[src/rtl/gpr_pkg.sv]
// Shared constants and types for the multi-port general-purpose register file.
// Provides the zero/overflow register indices, default widths, the address
// type and a helper that validates the read-port count at elaboration.
package gpr_pkg;

  localparam int unsigned GPR_DATA_W = 32;
  localparam int unsigned GPR_ADDR_W = 5;
  localparam int unsigned GPR_ZERO   = 0;
  localparam int unsigned GPR_OF_REG = 30;
  localparam int unsigned GPR_MAX_RD = 4;

  typedef logic [GPR_ADDR_W-1:0] gpr_addr_t;

  // Legal read-port counts are 1..GPR_MAX_RD.
  function automatic bit gprNumRdOk(input int unsigned n);
    return (n >= 1) && (n <= GPR_MAX_RD);
  endfunction

endpackage

[src/rtl/gpr_rd_port.sv]
// One read port of the GPR file: register mux, optional same-cycle write
// bypass and the register-0 / reset force to zero.
// Optional feature macro: GPR_BYPASS_EN (forward this cycle's writes).
// Ports:
//   rst        asynchronous active-high reset, forces outputs to zero
//   rdAddr     register index read by this port
//   regFile    current register contents
//   busyVec    current load-busy bits
//   aWr/aAddr/aData    committing port A write (already overflow-gated)
//   bWr/bAddr/bData    committing port B (load) write
//   ofWr/ofFlag        overflow-flag update of bit 0 of OF_REG
//   rdData_c   read data (combinational)
//   rdBusy_c   addressed register awaits a load (combinational)
module gpr_rd_port
  import gpr_pkg::*;
#(
  parameter int unsigned DATA_W = GPR_DATA_W,
  parameter int unsigned ADDR_W = GPR_ADDR_W,
  parameter int unsigned OF_REG = GPR_OF_REG
) (
  input  logic              rst,
  input  logic [ADDR_W-1:0] rdAddr,
  input  logic [DATA_W-1:0] regFile [2**ADDR_W],
  input  logic [(2**ADDR_W)-1:0] busyVec,
  input  logic              aWr,
  input  logic [ADDR_W-1:0] aAddr,
  input  logic [DATA_W-1:0] aData,
  input  logic              bWr,
  input  logic [ADDR_W-1:0] bAddr,
  input  logic [DATA_W-1:0] bData,
  input  logic              ofWr,
  input  logic              ofFlag,
  output logic [DATA_W-1:0] rdData_c,
  output logic              rdBusy_c
);

`ifndef GPR_BYPASS_EN
  // Write-side inputs only matter when forwarding is built in.
  logic unusedBypass;
  assign unusedBypass = ^{aWr, aAddr, aData, bWr, bAddr, bData, ofWr, ofFlag,
                          (rdAddr == ADDR_W'(OF_REG))};
`endif

  // Read mux; bypass layers apply in write-priority order (B, then A, then flag).
  always_comb begin
    rdData_c = regFile[rdAddr];
    rdBusy_c = busyVec[rdAddr];
`ifdef GPR_BYPASS_EN
    if (bWr && (bAddr == rdAddr)) begin
      rdData_c = bData;
      rdBusy_c = 1'b0;
    end
    if (aWr && (aAddr == rdAddr)) begin
      rdData_c = aData;
    end
    if (ofWr && (rdAddr == ADDR_W'(OF_REG))) begin
      rdData_c[0] = ofFlag;
    end
`endif
    if (rst || (rdAddr == ADDR_W'(GPR_ZERO))) begin
      rdData_c = '0;
      rdBusy_c = 1'b0;
    end
  end

endmodule

[src/rtl/gpr_mp.sv]
// Multi-port general-purpose register file for the MIPS core.
// NUM_RD combinational read ports, an ALU writeback port (A) with
// overflow-gated commit and flag capture in bit 0 of OF_REG, a load
// writeback port (B), and a per-register busy scoreboard for loads.
// Optional feature macro: GPR_BYPASS_EN (reads see this cycle's writes).
// Ports:
//   clk, rst                         clock, asynchronous active-high reset
//   RdAddr/RdData/RdBusy             packed per-port read address/data/busy
//   WrEn/OFWrEn/OFFlag/WrAddr/WrData port A (ALU writeback)
//   LdWrEn/LdWrAddr/LdWrData         port B (load writeback)
//   IssueEn/IssueAddr                load issue, marks destination busy
module gpr_mp
  import gpr_pkg::*;
#(
  parameter int unsigned DATA_W = GPR_DATA_W,
  parameter int unsigned ADDR_W = GPR_ADDR_W,
  parameter int unsigned NUM_RD = 2,
  parameter int unsigned OF_REG = GPR_OF_REG
) (
  input  logic                     clk,
  input  logic                     rst,
  input  logic [NUM_RD*ADDR_W-1:0] RdAddr,
  output logic [NUM_RD*DATA_W-1:0] RdData,
  output logic [NUM_RD-1:0]        RdBusy,
  input  logic                     WrEn,
  input  logic                     OFWrEn,
  input  logic                     OFFlag,
  input  logic [ADDR_W-1:0]        WrAddr,
  input  logic [DATA_W-1:0]        WrData,
  input  logic                     LdWrEn,
  input  logic [ADDR_W-1:0]        LdWrAddr,
  input  logic [DATA_W-1:0]        LdWrData,
  input  logic                     IssueEn,
  input  logic [ADDR_W-1:0]        IssueAddr
);

  localparam int unsigned DEPTH = 2**ADDR_W;

  if (!gprNumRdOk(NUM_RD)) begin : gNumRdCheck
    $error("gpr_mp: NUM_RD must be in 1..4");
  end

  logic [DATA_W-1:0] regs    [DEPTH];
  logic [DATA_W-1:0] regNext [DEPTH];
  logic [DEPTH-1:0]  busy;
  logic [DEPTH-1:0]  busyNext;
  logic              aCommit;
  logic              bCommit;

  // Port A is suppressed by a trapping overflow; r0 writes are dropped.
  assign aCommit = WrEn && !(OFWrEn && OFFlag) && (WrAddr != ADDR_W'(GPR_ZERO));
  assign bCommit = LdWrEn && (LdWrAddr != ADDR_W'(GPR_ZERO));

  // Next register image. Port A overrides port B on a collision; the
  // overflow flag owns bit 0 of OF_REG whenever OFWrEn is high, including
  // over a same-cycle load into OF_REG.
  always_comb begin
    for (int i = 0; i < int'(DEPTH); i++) begin
      regNext[i] = regs[i];
      if (bCommit && (LdWrAddr == ADDR_W'(i))) begin
        regNext[i] = LdWrData;
      end
      if (aCommit && (WrAddr == ADDR_W'(i))) begin
        regNext[i] = WrData;
      end
      if (OFWrEn && (ADDR_W'(i) == ADDR_W'(OF_REG))) begin
        regNext[i][0] = OFFlag;
      end
    end
    regNext[GPR_ZERO] = '0;
  end

  // Busy scoreboard: load writeback clears, issue sets, and set wins.
  always_comb begin
    busyNext = busy;
    if (LdWrEn) begin
      busyNext[LdWrAddr] = 1'b0;
    end
    if (IssueEn && (IssueAddr != ADDR_W'(GPR_ZERO))) begin
      busyNext[IssueAddr] = 1'b1;
    end
    busyNext[GPR_ZERO] = 1'b0;
  end

  // Register array and busy vector state.
  always_ff @(posedge clk or posedge rst) begin
    if (rst) begin
      for (int i = 0; i < int'(DEPTH); i++) begin
        regs[i] <= '0;
      end
      busy <= '0;
    end else begin
      for (int i = 0; i < int'(DEPTH); i++) begin
        regs[i] <= regNext[i];
      end
      busy <= busyNext;
    end
  end

  // One read mux per port.
  for (genvar p = 0; p < int'(NUM_RD); p++) begin : gRdPort
    gpr_rd_port #(
      .DATA_W (DATA_W),
      .ADDR_W (ADDR_W),
      .OF_REG (OF_REG)
    ) uRdPort (
      .rst      (rst),
      .rdAddr   (RdAddr[p*ADDR_W +: ADDR_W]),
      .regFile  (regs),
      .busyVec  (busy),
      .aWr      (aCommit),
      .aAddr    (WrAddr),
      .aData    (WrData),
      .bWr      (bCommit),
      .bAddr    (LdWrAddr),
      .bData    (LdWrData),
      .ofWr     (OFWrEn),
      .ofFlag   (OFFlag),
      .rdData_c (RdData[p*DATA_W +: DATA_W]),
      .rdBusy_c (RdBusy[p])
    );
  end

endmodule
[config.mk]
export PLATFORM = sky130hd
export DESIGN_NAME = gpr_mp
export DESIGN_NICKNAME = d
export VERILOG_FILES = /design/src/rtl/gpr_pkg.sv /design/src/rtl/gpr_rd_port.sv /design/src/rtl/gpr_mp.sv
export SDC_FILE = /design/constraint.sdc
export NUM_CORES = 2
export LEC_CHECK = 0
export ABC_AREA = 0
export ABC_CLOCK_PERIOD_IN_PS = 88100
export CELL_PAD_IN_SITES_DETAIL_PLACEMENT = 2
export CELL_PAD_IN_SITES_GLOBAL_PLACEMENT = 2
export CORE_MARGIN = 1
export CORE_UTILIZATION = 35
export DETAILED_ROUTE_END_ITERATION = 10
export PLACE_DENSITY_LB_ADDON = 0.12
export SYNTH_ARGS = -nofsm -noshare
export SYNTH_HDL_FRONTEND = slang
export SYNTH_SLANG_ARGS = --single-unit
export TNS_END_PERCENT = 10
[constraint.sdc]
create_clock -name clk -period 88.1 [get_ports clk]
set_input_delay 22.025 -clock clk [delete_from_list [all_inputs] [get_ports clk]]
set_output_delay 22.025 -clock clk [all_outputs]
set_load 0.01 [all_outputs]
==> reports/metrics.csv <==
stage;metric;value;unit
outcome;outcome;completed;
die;dieHeight;436;µm
detailed_routing;routed_via_density;6.48;
hold_path;hold_depth;2;
die;io_pins;162;
synth;ys.flop_type;dfrtp_1;
critical_path;reg2reg_depth;3;
timing;finalHoldViolCount;0;
placement;dpl.hpwl;183;mm
cells_and_area;layout_common_cells;dfrtp_1, mux2i_1, mux2_2;
pwr;vdd_drop_max;0.0000217;V
critical_path;endpoint;RdData[46];
critical_path;endpoint_kind;output port;
synth;synth_edf_count;0;
detailed_routing;routed_wl;325;mm
critical_path;crit_start;rst;
timing;fin_crit_sh;55.7;%
critical_path;start_kind;primary input;
synth;syn_area;65900;µm²
global_route;grt_pass1_wl;457;mm
synth;synth-seq-cells;1023;
placement;port_buffers;161;
synth;seq_area_frac_synth;38.9;%
synth;syn_area_per_cell;11.2;µm²
cells_and_area;fin_cells;8302;
synth;synth_nets;5974;
detailed_routing;detail_route.wl_per_cell;39.1;µm
synth;async_flop_share;100;%
global_route;grt_overflow;0;
timing;slew-limit-headroom;16.5;%
detailed_routing;first_pass_iters;5;
timing;grt_setup_unrepaired;no;
cts;htreeDepth;4;
die;core-area;186000;µm²
die;die_x;436;µm
cells_and_area;fillers;19200;
die;row_count;158;
pwr;p_leak;0.0309;µW
detailed_routing;vias;53800;
cts;cts_resized;0;
cells_and_area;layout_commonest_cell;dfrtp_1;
cts;insertion_delay;0.80;ns
global_route;gr-usage-all-layers;33.7;%
cts;cts_tree;done;
synth;ys.warnings.count;0;
die;start_util;35.4;%
cts;root_buffer;clkbuf_16;
detailed_routing;dr.first_iter.drc_count;4659;
critical_path;worstPathMaxFanout;133;
timing;fmax;20.4;MHz
die;die_area;190000;µm²
timing;skew;0;ns
timing;hold-worst-slack;0.519;ns
hold_path;hp-class;flip-flop to flip-flop;
timing;finalSetupTns;0;ns
cells_and_area;final_layout_size_suffix_gt1_share;27.0;%
cts;cts_buffer_depth;3;
cells_and_area;synthToLayoutAreaGrowth;12.6;%
cts;cts_sinks;1023;
synth;synth_cell_types;58;
placement;placed_cells;8053;
timing;slew_viol_final;0;
cts;post-cts-setup-buffers;0;
global_route;grt_max_degree;134;
pwr;power.density;23.0;nW/µm²
cts;clkSlewWorstSetupHoldPaths;0.06;ns
detailed_routing;drc;0;
critical_path;critPathRequiredTime;66.07;ns
cts;holdBufCountCts;0;
global_route;grt_pass1_vias;57100;
timing;setup-violations-final;0;
synth;netlist_instances;5878;
critical_path;worst-endpoint-arrival;27.07;ns
timing;max_slew.worst_pin.slew;1.25;ns
critical_path;crit_type;primary input to output port;
job;drv_cap;0;
critical_path;r2r_slack;86.97;ns
critical_path;rr_startpoint;regs[32];
placement;place_congestion;0.816;
critical_path;rr_endpoint;regs[32];
timing;period_needed;49.09;ns
detailed_routing;ant_nets;0;
cells_and_area;nets;5805;
pwr;power.total;1700;µW
cts;cts_made_buffers;134;
global_route;antenna_found_initial;16;
[cells by family after synthesis]
| family | count (synthesis) | share of synthesized area (%) |
|---|---|---|
| muxes | 2061 | 39.7 |
| AOI/OAI and AO/OA | 1078 | 9.77 |
| DFF | 1023 | 38.9 |
| and+or+nand+nor | 1011 | 6.90 |
| buffers and inverters | 705 | 4.82 |
[critical path, cell delays in order]
cell and delay [ns]:
clkdlybuf4s50_1 0.55, inv_8 0.38, buf_4 0.54, buf_4 0.67, buf_4 0.64, buf_12 0.65
nand4_1 0.22, a222oi_1 0.55, clkdlybuf4s50_1 0.65
[synth_stat cells (4+ instances only)]
| cell type | n | share of area (%) |
|---|---|---|
| nand2b_1 | 67 | 0.64 |
| and2_1 | 7 | 0.066 |
| clkbuf_1 | 445 | 2.5 |
| nor4_4 | 4 | 0.13 |
| mux2i_1 | 1012 | 15 |
| nor3_1 | 35 | 0.27 |
| mux2_4 | 90 | 2.1 |
| mux4_2 | 341 | 12 |
| a221oi_1 | 26 | 0.35 |
| nor4_2 | 16 | 0.30 |
| buf_2 | 180 | 1.4 |
| inv_1 | 8 | 0.046 |
| buf_6 | 4 | 0.068 |
| o21ai_0 | 474 | 3.6 |
| nor2_1 | 271 | 1.5 |
| mux2_1 | 18 | 0.31 |
| a221o_1 | 67 | 1.0 |
| a222oi_1 | 22 | 0.33 |
| dfrtp_1 | 1023 | 39 |
| a2111oi_0 | 41 | 0.55 |
| a21oi_1 | 289 | 2.2 |
| nand2_1 | 526 | 3.0 |
| buf_1 | 25 | 0.14 |
| nand4_1 | 31 | 0.29 |
| a22o_1 | 13 | 0.17 |
| a22oi_1 | 20 | 0.23 |
| buf_12 | 9 | 0.27 |
| a32oi_1 | 10 | 0.13 |
| buf_4 | 34 | 0.39 |
| nor2b_1 | 16 | 0.15 |
| or2_2 | 4 | 0.038 |
| o22ai_1 | 67 | 0.64 |
| o221ai_1 | 22 | 0.29 |
| a31oi_1 | 21 | 0.20 |
| nor3b_1 | 5 | 0.057 |
| mux2_2 | 600 | 10 |
[report_power, final]
group          switching (µW)  total (µW)  internal [µW]
logic                     198         433            235
registers                 107         705            598
clock network             239         567            328
[per-stage QoR]
step | cell area, µm² | utilization [%] | setup slack (ns)
floorplan | 65900 | - | 11.83
global placement | 69700 | 37.5 | 38.83
detailed placement | 69800 | 37.5 | 38.86
CTS | 74100 | 39.8 | 38.82
global route | 74200 | 39.8 | 38.60
finish | 74200 | 39.8 | 39.01
[area by class of cell]
| class | instances | area [µm²] | area share [%] |
|---|---|---|---|
| multi-input combinational | 4150 | 37600 | 50.7 |
| sequential | 1023 | 25600 | 34.5 |
| clock buffer | 200 | 4030 | 5.43 |
| timing repair buffer | 392 | 3420 | 4.61 |
| tap | 2480 | 3100 | 4.18 |
| clock inverter | 40 | 360 | 0.486 |
| inverter | 8 | 40.0 | 0.0540 |
| antenna | 9 | 22.5 | 0.0304 |
[sequential cells by signal, indices dropped and copies added, names as in the netlist]
register and flops:
regs 992, busy 31
[per-layer routing]
layer,wire [µm],global-route usage (%),vias to the layer above
met5,26,0,-
met4,18100,17.0,4
met3,18400,5.19,708
met2,152000,54.4,2021
met1,136000,43.9,29600
li1,-,-,21500
[worst min path at each step]
stage	from	end	slack, ns
after global routing	busy[8]	busy[8]	0.54
after global placement	busy[20]	busy[20]	0.48
final	busy[26]	busy[26]	0.52
after floorplan	busy[12]	busy[12]	0.46
after CTS	busy[26]	busy[26]	0.53
after detailed placement	busy[6]	busy[6]	0.51
Note: power is estimated with default switching activity, not from simulation.
